--- src/rtl/dec_stage.sv ---
// rtl/dec_stage.sv - decode stage with valid/ready handshake, prioritised forwarding and load-use stall
//
// decoder   : combinational RV32I/Zicsr decode of one instruction word.
// dec_stage : ifetch side  if_valid_i/if_ready_o, instr_i, pc_i
//             RF/CSR read  rf_rs*_adr_o/rf_rs*_data_i, csr_adr_o/csr_data_i
//             forwarding   ff_v_i, ff_pending_i, ff_adr_i, ff_data_i (index 0 youngest), csr_ff_*
//             execute side valid_q_o, exe_ready_i, registered payload *_q_o
//             misc         flush_v_i, stall_cnt_o (saturating hazard-stall cycles)

module decoder #(
    parameter int XLEN         = 32,
    parameter int NB_UNIT      = 4,
    parameter int NB_OPERATION = 4
) (
    input  logic [XLEN-1:0]         instr,
    output logic                    rs1_v,
    output logic [4:0]              rs1_adr,
    output logic                    rs2_v,
    output logic [4:0]              rs2_adr,
    output logic                    rd_v,
    output logic [4:0]              rd_adr,
    output logic [11:0]             csr_adr,
    output logic                    csr_wbk,
    output logic                    csr_clear,
    output logic                    csrrw,
    output logic [XLEN-1:0]         imm,
    output logic [1:0]              rs1_sel,
    output logic [1:0]              rs2_sel,
    output logic                    unsign_ext,
    output logic                    rs2_ca2_v,
    output logic [2:0]              access_size,
    output logic [NB_UNIT-1:0]      unit,
    output logic [NB_OPERATION-1:0] operation,
    output logic                    illegal_inst
);
    localparam logic [6:0] OPC_LUI    = 7'b0110111;
    localparam logic [6:0] OPC_AUIPC  = 7'b0010111;
    localparam logic [6:0] OPC_JAL    = 7'b1101111;
    localparam logic [6:0] OPC_JALR   = 7'b1100111;
    localparam logic [6:0] OPC_BRANCH = 7'b1100011;
    localparam logic [6:0] OPC_LOAD   = 7'b0000011;
    localparam logic [6:0] OPC_STORE  = 7'b0100011;
    localparam logic [6:0] OPC_OPIMM  = 7'b0010011;
    localparam logic [6:0] OPC_OP     = 7'b0110011;
    localparam logic [6:0] OPC_FENCE  = 7'b0001111;
    localparam logic [6:0] OPC_SYSTEM = 7'b1110011;

    // operand source selects, shared with dec_stage
    localparam logic [1:0] SEL_REG = 2'd0;
    localparam logic [1:0] SEL_IMM = 2'd1;
    localparam logic [1:0] SEL_ALT = 2'd2;   // pc for rs1, csr for rs2

    localparam logic [NB_UNIT-1:0] U_ALU = NB_UNIT'(1);
    localparam logic [NB_UNIT-1:0] U_BRU = NB_UNIT'(2);
    localparam logic [NB_UNIT-1:0] U_LSU = NB_UNIT'(4);
    localparam logic [NB_UNIT-1:0] U_CSR = NB_UNIT'(8);

    logic [31:0] ins;
    logic [2:0]  f3;
    logic [31:0] imm32;

    assign ins = instr[31:0];
    assign f3  = ins[14:12];

    always_comb begin
        rs1_v        = 1'b0;
        rs2_v        = 1'b0;
        rd_v         = 1'b0;
        rd_adr       = ins[11:7];
        csr_adr      = 12'h000;
        csr_wbk      = 1'b0;
        csr_clear    = 1'b0;
        csrrw        = 1'b0;
        imm32        = 32'h0;
        rs1_sel      = SEL_REG;
        rs2_sel      = SEL_REG;
        unsign_ext   = 1'b0;
        rs2_ca2_v    = 1'b0;
        access_size  = 3'b000;
        unit         = U_ALU;
        operation    = '0;
        illegal_inst = 1'b0;

        case (ins[6:0])
            OPC_LUI: begin
                rd_v    = 1'b1;
                rs1_sel = SEL_IMM;
                imm32   = {ins[31:12], 12'h000};
            end
            OPC_AUIPC: begin
                rd_v    = 1'b1;
                rs1_sel = SEL_ALT;
                rs2_sel = SEL_IMM;
                imm32   = {ins[31:12], 12'h000};
            end
            OPC_JAL: begin
                rd_v      = 1'b1;
                rs1_sel   = SEL_ALT;
                rs2_sel   = SEL_IMM;
                imm32     = {{11{ins[31]}}, ins[31], ins[19:12], ins[20], ins[30:21], 1'b0};
                unit      = U_BRU;
                operation = NB_OPERATION'(8);
            end
            OPC_JALR: begin
                illegal_inst = (f3 != 3'b000);
                rd_v      = 1'b1;
                rs1_v     = 1'b1;
                rs2_sel   = SEL_IMM;
                imm32     = {{20{ins[31]}}, ins[31:20]};
                unit      = U_BRU;
                operation = NB_OPERATION'(9);
            end
            OPC_BRANCH: begin
                illegal_inst = (f3[2:1] == 2'b01);
                rs1_v      = 1'b1;
                rs2_v      = 1'b1;
                imm32      = {{19{ins[31]}}, ins[31], ins[7], ins[30:25], ins[11:8], 1'b0};
                unit       = U_BRU;
                operation  = NB_OPERATION'(f3);
                rs2_ca2_v  = 1'b1;
                unsign_ext = f3[1];
            end
            OPC_LOAD: begin
                illegal_inst = (f3 == 3'b011) || (f3[2:1] == 2'b11);
                rd_v        = 1'b1;
                rs1_v       = 1'b1;
                rs2_sel     = SEL_IMM;
                imm32       = {{20{ins[31]}}, ins[31:20]};
                unit        = U_LSU;
                operation   = NB_OPERATION'(f3);
                unsign_ext  = f3[2];
                access_size = (f3[1:0] == 2'b00) ? 3'b001 : (f3[1:0] == 2'b01) ? 3'b010 : 3'b100;
            end
            OPC_STORE: begin
                illegal_inst = f3[2] || (f3[1:0] == 2'b11);
                rs1_v       = 1'b1;
                rs2_v       = 1'b1;
                imm32       = {{20{ins[31]}}, ins[31:25], ins[11:7]};
                unit        = U_LSU;
                operation   = NB_OPERATION'({1'b1, f3});
                access_size = (f3[1:0] == 2'b00) ? 3'b001 : (f3[1:0] == 2'b01) ? 3'b010 : 3'b100;
            end
            OPC_OPIMM: begin
                illegal_inst = ((f3 == 3'b001) && (ins[31:25] != 7'b0)) ||
                               ((f3 == 3'b101) && ({ins[31], ins[29:25]} != 6'b0));
                rd_v       = 1'b1;
                rs1_v      = 1'b1;
                rs2_sel    = SEL_IMM;
                imm32      = {{20{ins[31]}}, ins[31:20]};
                operation  = NB_OPERATION'({(f3 == 3'b101) & ins[30], f3});
                rs2_ca2_v  = (f3[2:1] == 2'b01);
                unsign_ext = (f3 == 3'b011);
            end
            OPC_OP: begin
                illegal_inst = !((ins[31:25] == 7'b0000000) ||
                                 ((ins[31:25] == 7'b0100000) && ((f3 == 3'b000) || (f3 == 3'b101))));
                rd_v       = 1'b1;
                rs1_v      = 1'b1;
                rs2_v      = 1'b1;
                operation  = NB_OPERATION'({ins[30], f3});
                // subtract and set-less-than both need rs1 - rs2
                rs2_ca2_v  = (ins[30] && (f3 == 3'b000)) || (f3[2:1] == 2'b01);
                unsign_ext = (f3 == 3'b011);
            end
            OPC_FENCE: begin
            end
            OPC_SYSTEM: begin
                illegal_inst = (f3[1:0] == 2'b00);
                rd_v       = 1'b1;
                rs1_v      = ~f3[2];
                rs1_sel    = f3[2] ? SEL_IMM : SEL_REG;
                rs2_sel    = SEL_ALT;
                imm32      = {27'b0, ins[19:15]};
                csr_adr    = ins[31:20];
                // set/clear with a zero mask only reads the CSR
                csr_wbk    = (f3[1:0] == 2'b01) || (ins[19:15] != 5'd0);
                csr_clear  = (f3[1:0] == 2'b11);
                csrrw      = (f3[1:0] == 2'b01);
                unsign_ext = 1'b1;
                unit       = U_CSR;
                operation  = NB_OPERATION'(f3);
            end
            default: illegal_inst = 1'b1;
        endcase

        if (illegal_inst) begin
            rd_v    = 1'b0;
            csr_wbk = 1'b0;
            rs1_v   = 1'b0;
            rs2_v   = 1'b0;
        end
    end

    assign rs1_adr = rs1_v ? ins[19:15] : 5'd0;
    assign rs2_adr = rs2_v ? ins[24:20] : 5'd0;
    assign imm     = XLEN'($signed(imm32));
endmodule

module dec_stage #(
    parameter int XLEN  = 32,
    parameter int NB_FF = 2,
    parameter int CNT_W = 16,
    localparam int NB_UNIT      = 4,
    localparam int NB_OPERATION = 4
) (
    input  logic                    clk,
    input  logic                    reset_n,
    input  logic                    if_valid_i,
    output logic                    if_ready_o,
    input  logic [XLEN-1:0]         instr_i,
    input  logic [XLEN-1:0]         pc_i,
    output logic [4:0]              rf_rs1_adr_o,
    output logic [4:0]              rf_rs2_adr_o,
    input  logic [XLEN-1:0]         rf_rs1_data_i,
    input  logic [XLEN-1:0]         rf_rs2_data_i,
    output logic [11:0]             csr_adr_o,
    input  logic [XLEN-1:0]         csr_data_i,
    input  logic [NB_FF-1:0]        ff_v_i,
    input  logic [NB_FF-1:0]        ff_pending_i,
    input  logic [5*NB_FF-1:0]      ff_adr_i,
    input  logic [XLEN*NB_FF-1:0]   ff_data_i,
    input  logic                    csr_ff_v_i,
    input  logic [11:0]             csr_ff_adr_i,
    input  logic [XLEN-1:0]         csr_ff_data_i,
    input  logic                    exe_ready_i,
    output logic                    valid_q_o,
    output logic [XLEN-1:0]         pc_q_o,
    output logic                    rd_v_q_o,
    output logic [4:0]              rd_adr_q_o,
    output logic                    csr_wbk_q_o,
    output logic [11:0]             csr_adr_q_o,
    output logic [XLEN:0]           rs1_data_q_o,
    output logic [XLEN:0]           rs2_data_q_o,
    output logic [XLEN-1:0]         imm_q_o,
    output logic [2:0]              access_size_q_o,
    output logic                    unsign_ext_q_o,
    output logic                    csrrw_q_o,
    output logic [NB_UNIT-1:0]      unit_q_o,
    output logic [NB_OPERATION-1:0] operation_q_o,
    output logic                    illegal_inst_q_o,
    output logic [CNT_W-1:0]        stall_cnt_o,
    input  logic                    flush_v_i
);
    logic                    rs1_v, rs2_v, rd_v, csr_wbk, csr_clear, csrrw;
    logic [4:0]              rs1_adr, rs2_adr, rd_adr;
    logic [11:0]             csr_adr;
    logic [XLEN-1:0]         imm;
    logic [1:0]              rs1_sel, rs2_sel;
    logic                    unsign_ext, rs2_ca2_v, illegal_inst;
    logic [2:0]              access_size;
    logic [NB_UNIT-1:0]      unit;
    logic [NB_OPERATION-1:0] operation;

    decoder #(
        .XLEN         (XLEN),
        .NB_UNIT      (NB_UNIT),
        .NB_OPERATION (NB_OPERATION)
    ) u_decoder (
        .instr        (instr_i),
        .rs1_v        (rs1_v),
        .rs1_adr      (rs1_adr),
        .rs2_v        (rs2_v),
        .rs2_adr      (rs2_adr),
        .rd_v         (rd_v),
        .rd_adr       (rd_adr),
        .csr_adr      (csr_adr),
        .csr_wbk      (csr_wbk),
        .csr_clear    (csr_clear),
        .csrrw        (csrrw),
        .imm          (imm),
        .rs1_sel      (rs1_sel),
        .rs2_sel      (rs2_sel),
        .unsign_ext   (unsign_ext),
        .rs2_ca2_v    (rs2_ca2_v),
        .access_size  (access_size),
        .unit         (unit),
        .operation    (operation),
        .illegal_inst (illegal_inst)
    );

    assign rf_rs1_adr_o = rs1_adr;
    assign rf_rs2_adr_o = rs2_adr;
    assign csr_adr_o    = csr_adr;

    // Scan from the oldest source down so the youngest match overwrites.
    logic            rs1_hit, rs1_pend, rs2_hit, rs2_pend;
    logic [XLEN-1:0] rs1_fwd, rs2_fwd;

    always_comb begin
        rs1_hit  = 1'b0;
        rs1_pend = 1'b0;
        rs1_fwd  = '0;
        rs2_hit  = 1'b0;
        rs2_pend = 1'b0;
        rs2_fwd  = '0;
        for (int i = NB_FF - 1; i >= 0; i--) begin
            if (ff_v_i[i] && (ff_adr_i[i*5 +: 5] == rs1_adr)) begin
                rs1_hit  = 1'b1;
                rs1_pend = ff_pending_i[i];
                rs1_fwd  = ff_data_i[i*XLEN +: XLEN];
            end
            if (ff_v_i[i] && (ff_adr_i[i*5 +: 5] == rs2_adr)) begin
                rs2_hit  = 1'b1;
                rs2_pend = ff_pending_i[i];
                rs2_fwd  = ff_data_i[i*XLEN +: XLEN];
            end
        end
    end

    logic rs1_nz, rs2_nz, rs1_haz, rs2_haz, hazard, advance;

    assign rs1_nz  = (rs1_adr != 5'd0);
    assign rs2_nz  = (rs2_adr != 5'd0);
    assign rs1_haz = rs1_v & rs1_nz & rs1_hit & rs1_pend;
    assign rs2_haz = rs2_v & rs2_nz & rs2_hit & rs2_pend;
    assign hazard  = if_valid_i & (rs1_haz | rs2_haz);
    assign advance = ~valid_q_o | exe_ready_i;

    assign if_ready_o = advance & ~hazard & ~flush_v_i;

    // x0 never takes a forward: a producer targeting x0 writes nothing.
    logic [XLEN-1:0] rs1_reg, rs2_reg, csr_val, rs1_raw, rs2_raw, rs1_low;
    logic [XLEN:0]   rs1_op, rs2_ext, rs2_op;

    assign rs1_reg = (rs1_nz && rs1_hit) ? rs1_fwd : rf_rs1_data_i;
    assign rs2_reg = (rs2_nz && rs2_hit) ? rs2_fwd : rf_rs2_data_i;
    assign csr_val = (csr_ff_v_i && (csr_ff_adr_i == csr_adr)) ? csr_ff_data_i : csr_data_i;

    assign rs1_raw = (rs1_sel == 2'd2) ? pc_i    : (rs1_sel == 2'd1) ? imm : rs1_reg;
    assign rs2_raw = (rs2_sel == 2'd2) ? csr_val : (rs2_sel == 2'd1) ? imm : rs2_reg;

    // The extra top bit lets execute compare signed and unsigned with one adder.
    assign rs1_low = csr_clear ? ~rs1_raw : rs1_raw;
    assign rs1_op  = {~unsign_ext & rs1_raw[XLEN-1], rs1_low};
    assign rs2_ext = {~unsign_ext & rs2_raw[XLEN-1], rs2_raw};
    assign rs2_op  = rs2_ca2_v ? (~rs2_ext + (XLEN+1)'(1)) : rs2_ext;

    logic load;
    assign load = if_valid_i & ~hazard;

    always_ff @(posedge clk or negedge reset_n) begin
        if (!reset_n) begin
            valid_q_o        <= 1'b0;
            pc_q_o           <= '0;
            rd_v_q_o         <= 1'b0;
            rd_adr_q_o       <= '0;
            csr_wbk_q_o      <= 1'b0;
            csr_adr_q_o      <= '0;
            rs1_data_q_o     <= '0;
            rs2_data_q_o     <= '0;
            imm_q_o          <= '0;
            access_size_q_o  <= '0;
            unsign_ext_q_o   <= 1'b0;
            csrrw_q_o        <= 1'b0;
            unit_q_o         <= '0;
            operation_q_o    <= '0;
            illegal_inst_q_o <= 1'b0;
        end else if (flush_v_i) begin
            valid_q_o <= 1'b0;
        end else if (advance) begin
            valid_q_o <= load;
            if (load) begin
                pc_q_o           <= pc_i;
                rd_v_q_o         <= rd_v & ~illegal_inst;
                rd_adr_q_o       <= rd_adr;
                csr_wbk_q_o      <= csr_wbk & ~illegal_inst;
                csr_adr_q_o      <= csr_adr;
                rs1_data_q_o     <= rs1_op;
                rs2_data_q_o     <= rs2_op;
                imm_q_o          <= imm;
                access_size_q_o  <= access_size;
                unsign_ext_q_o   <= unsign_ext;
                csrrw_q_o        <= csrrw;
                unit_q_o         <= unit;
                operation_q_o    <= operation;
                illegal_inst_q_o <= illegal_inst;
            end
        end
    end

    always_ff @(posedge clk or negedge reset_n) begin
        if (!reset_n) begin
            stall_cnt_o <= '0;
        end else if (hazard && advance && !flush_v_i && (stall_cnt_o != '1)) begin
            stall_cnt_o <= stall_cnt_o + CNT_W'(1);
        end
    end
endmodule

--- config.mk ---
export PLATFORM = sky130hd
export DESIGN_NAME = dec_stage
export DESIGN_NICKNAME = d
export VERILOG_FILES = /design/src/rtl/dec_stage.sv
export SDC_FILE = /design/constraint.sdc
export NUM_CORES = 1
export LEC_CHECK = 0
export CAP_MARGIN = 30
export CORE_MARGIN = 10
export CORE_UTILIZATION = 45
export CTS_CLUSTER_DIAMETER = 80
export DETAILED_ROUTE_END_ITERATION = 10
export PLACE_DENSITY = 0.85
export SLEW_MARGIN = 20
export SYNTH_ARGS = -nofsm -noshare
export SYNTH_HDL_FRONTEND = slang
export SYNTH_SLANG_ARGS = --single-unit
--- constraint.sdc ---
create_clock -name clk -period 7.5 [get_ports clk]
set_clock_uncertainty 0.05 [all_clocks]
set_input_delay 1.5 -clock clk [delete_from_list [all_inputs] [get_ports clk]]
set_output_delay 1.5 -clock clk [all_outputs]
set_load 0.005 [all_outputs]
==> impl_metrics.tcl <==
set metrics [dict create \
    status "complete, no violations" \
    core_um2 28700 \
    pin_count 491 \
    die_area_um2 36300 \
    ys_seq_area_frac 0.345 \
    worstPathRequired_ns 5.95 \
    drt-initial-drc-count 1832 \
    period_needed_ns 7.08 \
    drc 0 \
    fp.dieW_um 190 \
    clock-sinks 180 \
    slowest_delay_ns 0.63 \
    synth_ff_type "dfrtp_1" \
    cp_top_family "buffers and inverters" \
    worstPathCellList "clkdlybuf4s50_1 -> and4bb_2 -> nand2_1 -> a2111oi_0 -> nor4_1 -> buf_4 -> and2_1 -> a22o_1 -> nand4_1 -> mux2_1 -> a21oi_1 -> buf_4 -> o21a_1 -> clkdlybuf4s50_1" \
    drv_slew 0 \
    netlist_top_cells_area "dfrtp_1 (34%), nand2_1 (10%), o21ai_0 (5.4%)" \
    gp_congestion 1.00 \
    rows 62 \
    nNetsFinal 2373 \
    reg2reg_from "valid_q_o" \
    min_from "operation_q_o[1]" \
    grt_setup_unrepaired "no" \
    p_leak_nw 7.90 \
    grt_max_degree 101 \
    cts_hold_buf 0 \
    ys_warn_count 0 \
    wl_per_cell_um 28.4 \
    worstSetupStartpoint "instr_i[2]" \
    power_density_nw_per_um2 151 \
    grt_pass1_wl_um 101000 \
    routed_wl_um 70900 \
    dr_wl_met3_um 8680 \
    finalHoldViolations 0 \
    drive_above_1_share 0.0849 \
    initial_core_util 0.455 \
    tritoncts "built" \
    drv_cap 0 \
    wl_met1_um 26100 \
    crit_path_end_kind "primary output" \
    clk_path_buf_depth 2 \
    yosysTopAreaCell "dfrtp_1" \
    min_path_type "flip-flop to flip-flop" \
    synth-edff-count 0 \
    io_buffers 490 \
    insertion_delay_ns 0.45 \
    ys_seq_elements 180 \
    dp_hpwl_um 56300 \
    clk_pin_slew_ns 0.08 \
    antenna_found_initial 10 \
    yosysTopAreaCellShare 0.345 \
    cts_max_level 4 \
    arrival_ns 5.53 \
    post-route-period-util 0.944 \
    fp.dieH_um 190 \
    grt_pass1_vias 15000 \
    path_max_fanout 15 \
    total_power_mw 2.88 \
    start_kind "primary input" \
    overflow 0 \
    first_pass_iters 6 \
    async_reset_ff_frac 1.00 \
    crit_type "primary input to primary output" \
    synth_area_um2 13100 \
    place_area_um2 18400 \
    num_vias 15400 \
    dr_wl_met2_um 32700 \
    postCtsSetupBuffers 0 \
    root_buffer "clkbuf_16" \
    drt.antenna.violating_nets 0 \
    yosysUniqueCellTypes 104 \
    cts_buffers 17 \
    ctsResizeCount 0 \
    worstMarginPinSlew_ns 1.05 \
    top_layer "met4" \
    syn-instance-count 1639 \
    rrSetupSlack_ns 5.06 \
    ir_drop_uv 138 \
    path_buf_inv 4 \
    vias_per_cell 6.19 \
    synth_nets 1929 \
    avgSynthCellArea_um2 7.98 \
    max_slew_margin 0.297 \
    totalNegativeSetupSlack_ns 0 \
    fmax_mhz 141 \
    setup_violations 0 \
    grtUsageTotal 0.374 \
    crit_slowest_cell "and4bb_2" \
    syn_to_final_growth_pct 46.2 \
    fin_area_um2 19100 \
]
==> cells in the final DEF (no fill, tap or decap), types with 14 or more instances in the layout <==
cell               n
a211oi_1          16
a21oi_1           60
a22oi_1           15
a31oi_1           37
and2_1            20
and3_1            17
buf_4             48
clkbuf_16         17
clkdlybuf4s50_1  489
dfrtp_1          180
inv_1             16
mux2_2            23
mux2i_1           58
nand2_1          365
nand3_1           35
nand4_1           16
nor2_1           124
nor3_1            29
o211ai_1          23
o21ai_0          141
o21ai_1           19
o22ai_1           20
o31ai_1           14
xnor2_1           54
xor2_1            40
==> worst reg2reg max path, cell delays in order, from the launching register on <==
cell	delay, ns
dfrtp_1	0.39
nand2b_1	0.08
nor2b_1	0.41
and3_4	0.80
buf_4	0.45
nand2_1	0.12
nand2_1	0.07
==> Yosys cell counts (14+ instances only) <==
master / count
nand2_1: 365
dfrtp_1: 180
o21ai_0: 142
nor2_1: 125
clkbuf_1: 66
a21oi_1: 61
mux2i_1: 58
xnor2_1: 54
xor2_1: 40
a31oi_1: 37
nand3_1: 36
buf_2: 35
nor3_1: 29
mux2_2: 23
o211ai_1: 23
and2_1: 20
o22ai_1: 20
and3_1: 19
o21ai_1: 19
a211oi_1: 16
inv_1: 16
nand4_1: 16
a22oi_1: 15
o31ai_1: 14
==> registers in the layout, indices dropped and copies added, names as in the netlist, 3 cells and up <==
register,cells
stall_cnt_o,16
pc_q_o,32
rd_adr_q_o,5
rs1_data_q_o,33
csr_adr_q_o,12
imm_q_o,32
operation_q_o,4
rs2_data_q_o,33
access_size_q_o,3
unit_q_o,4
==> metal layers <==
layer	vias to the layer above	global-route usage
met5	-	0
met4	0	0.185
met3	167	0.122
met2	1093	0.591
met1	7426	0.449
li1	6721	-
==> power by group <==
part	total, mW	internal, mW	switching (mW)
Clock	0.923	0.470	0.453
Combinational	0.829	0.430	0.398
Sequential	1.13	1.07	0.0642
Total	2.88	1.97	0.915
==> final timing paths <==
path | endpoint | depth (start not counted)
setup / recovery | if_ready_o | 14
hold / removal | operation_q_o[1] | 2
setup reg to reg | pc_q_o[14] | 6
hold reg to reg | operation_q_o[1] | 2
max in group asynchronous | unit_q_o[0] | 3
min in group asynchronous | pc_q_o[9] | 1
==> metrics by stage <==
| step | hold WS, ns | std cells | setup slack [ns] | utilization |
|---|---|---|---|---|
| global placement | 0.402 | 2441 | 0.535 | 0.640 |
| global route | 0.450 | 2488 | 0.0901 | 0.666 |
| CTS | 0.431 | 2474 | 0.469 | 0.661 |
| floorplan | 0.413 | 1639 | 1.71 | - |
| detailed placement | 0.412 | 2442 | 0.497 | 0.641 |
| finish | 0.428 | 2491 | 0.418 | 0.666 |
==> cell type report <==
type / instances / area (um^2)
repair buffers: 547 / 5470
clock buffers: 19 / 433
fillers: 2435 / 9580
well taps: 384 / 480
inverters: 16 / 60.1
multi-input cells: 1321 / 8000
flip-flops and latches: 180 / 4500
diodes: 11 / 27.5
clock inverters: 13 / 143
==> cells by family (layout without fill, tap and decap cells) <==
kind of cell / Yosys count / count (layout) / synth area share
buffers and inverters: 138 / 595 / 0.0481
xor gates and xnor gates: 94 / 94 / 0.0630
and+or+nand+nor: 699 / 699 / 0.247
AOI/OAI and AO/OA: 444 / 444 / 0.230
adders and majority gates: 2 / 2 / 0.00191
other: 0 / 11 / 0
muxes: 82 / 82 / 0.0651
DFF: 180 / 180 / 0.345
Power figures use the tool's default switching activity.
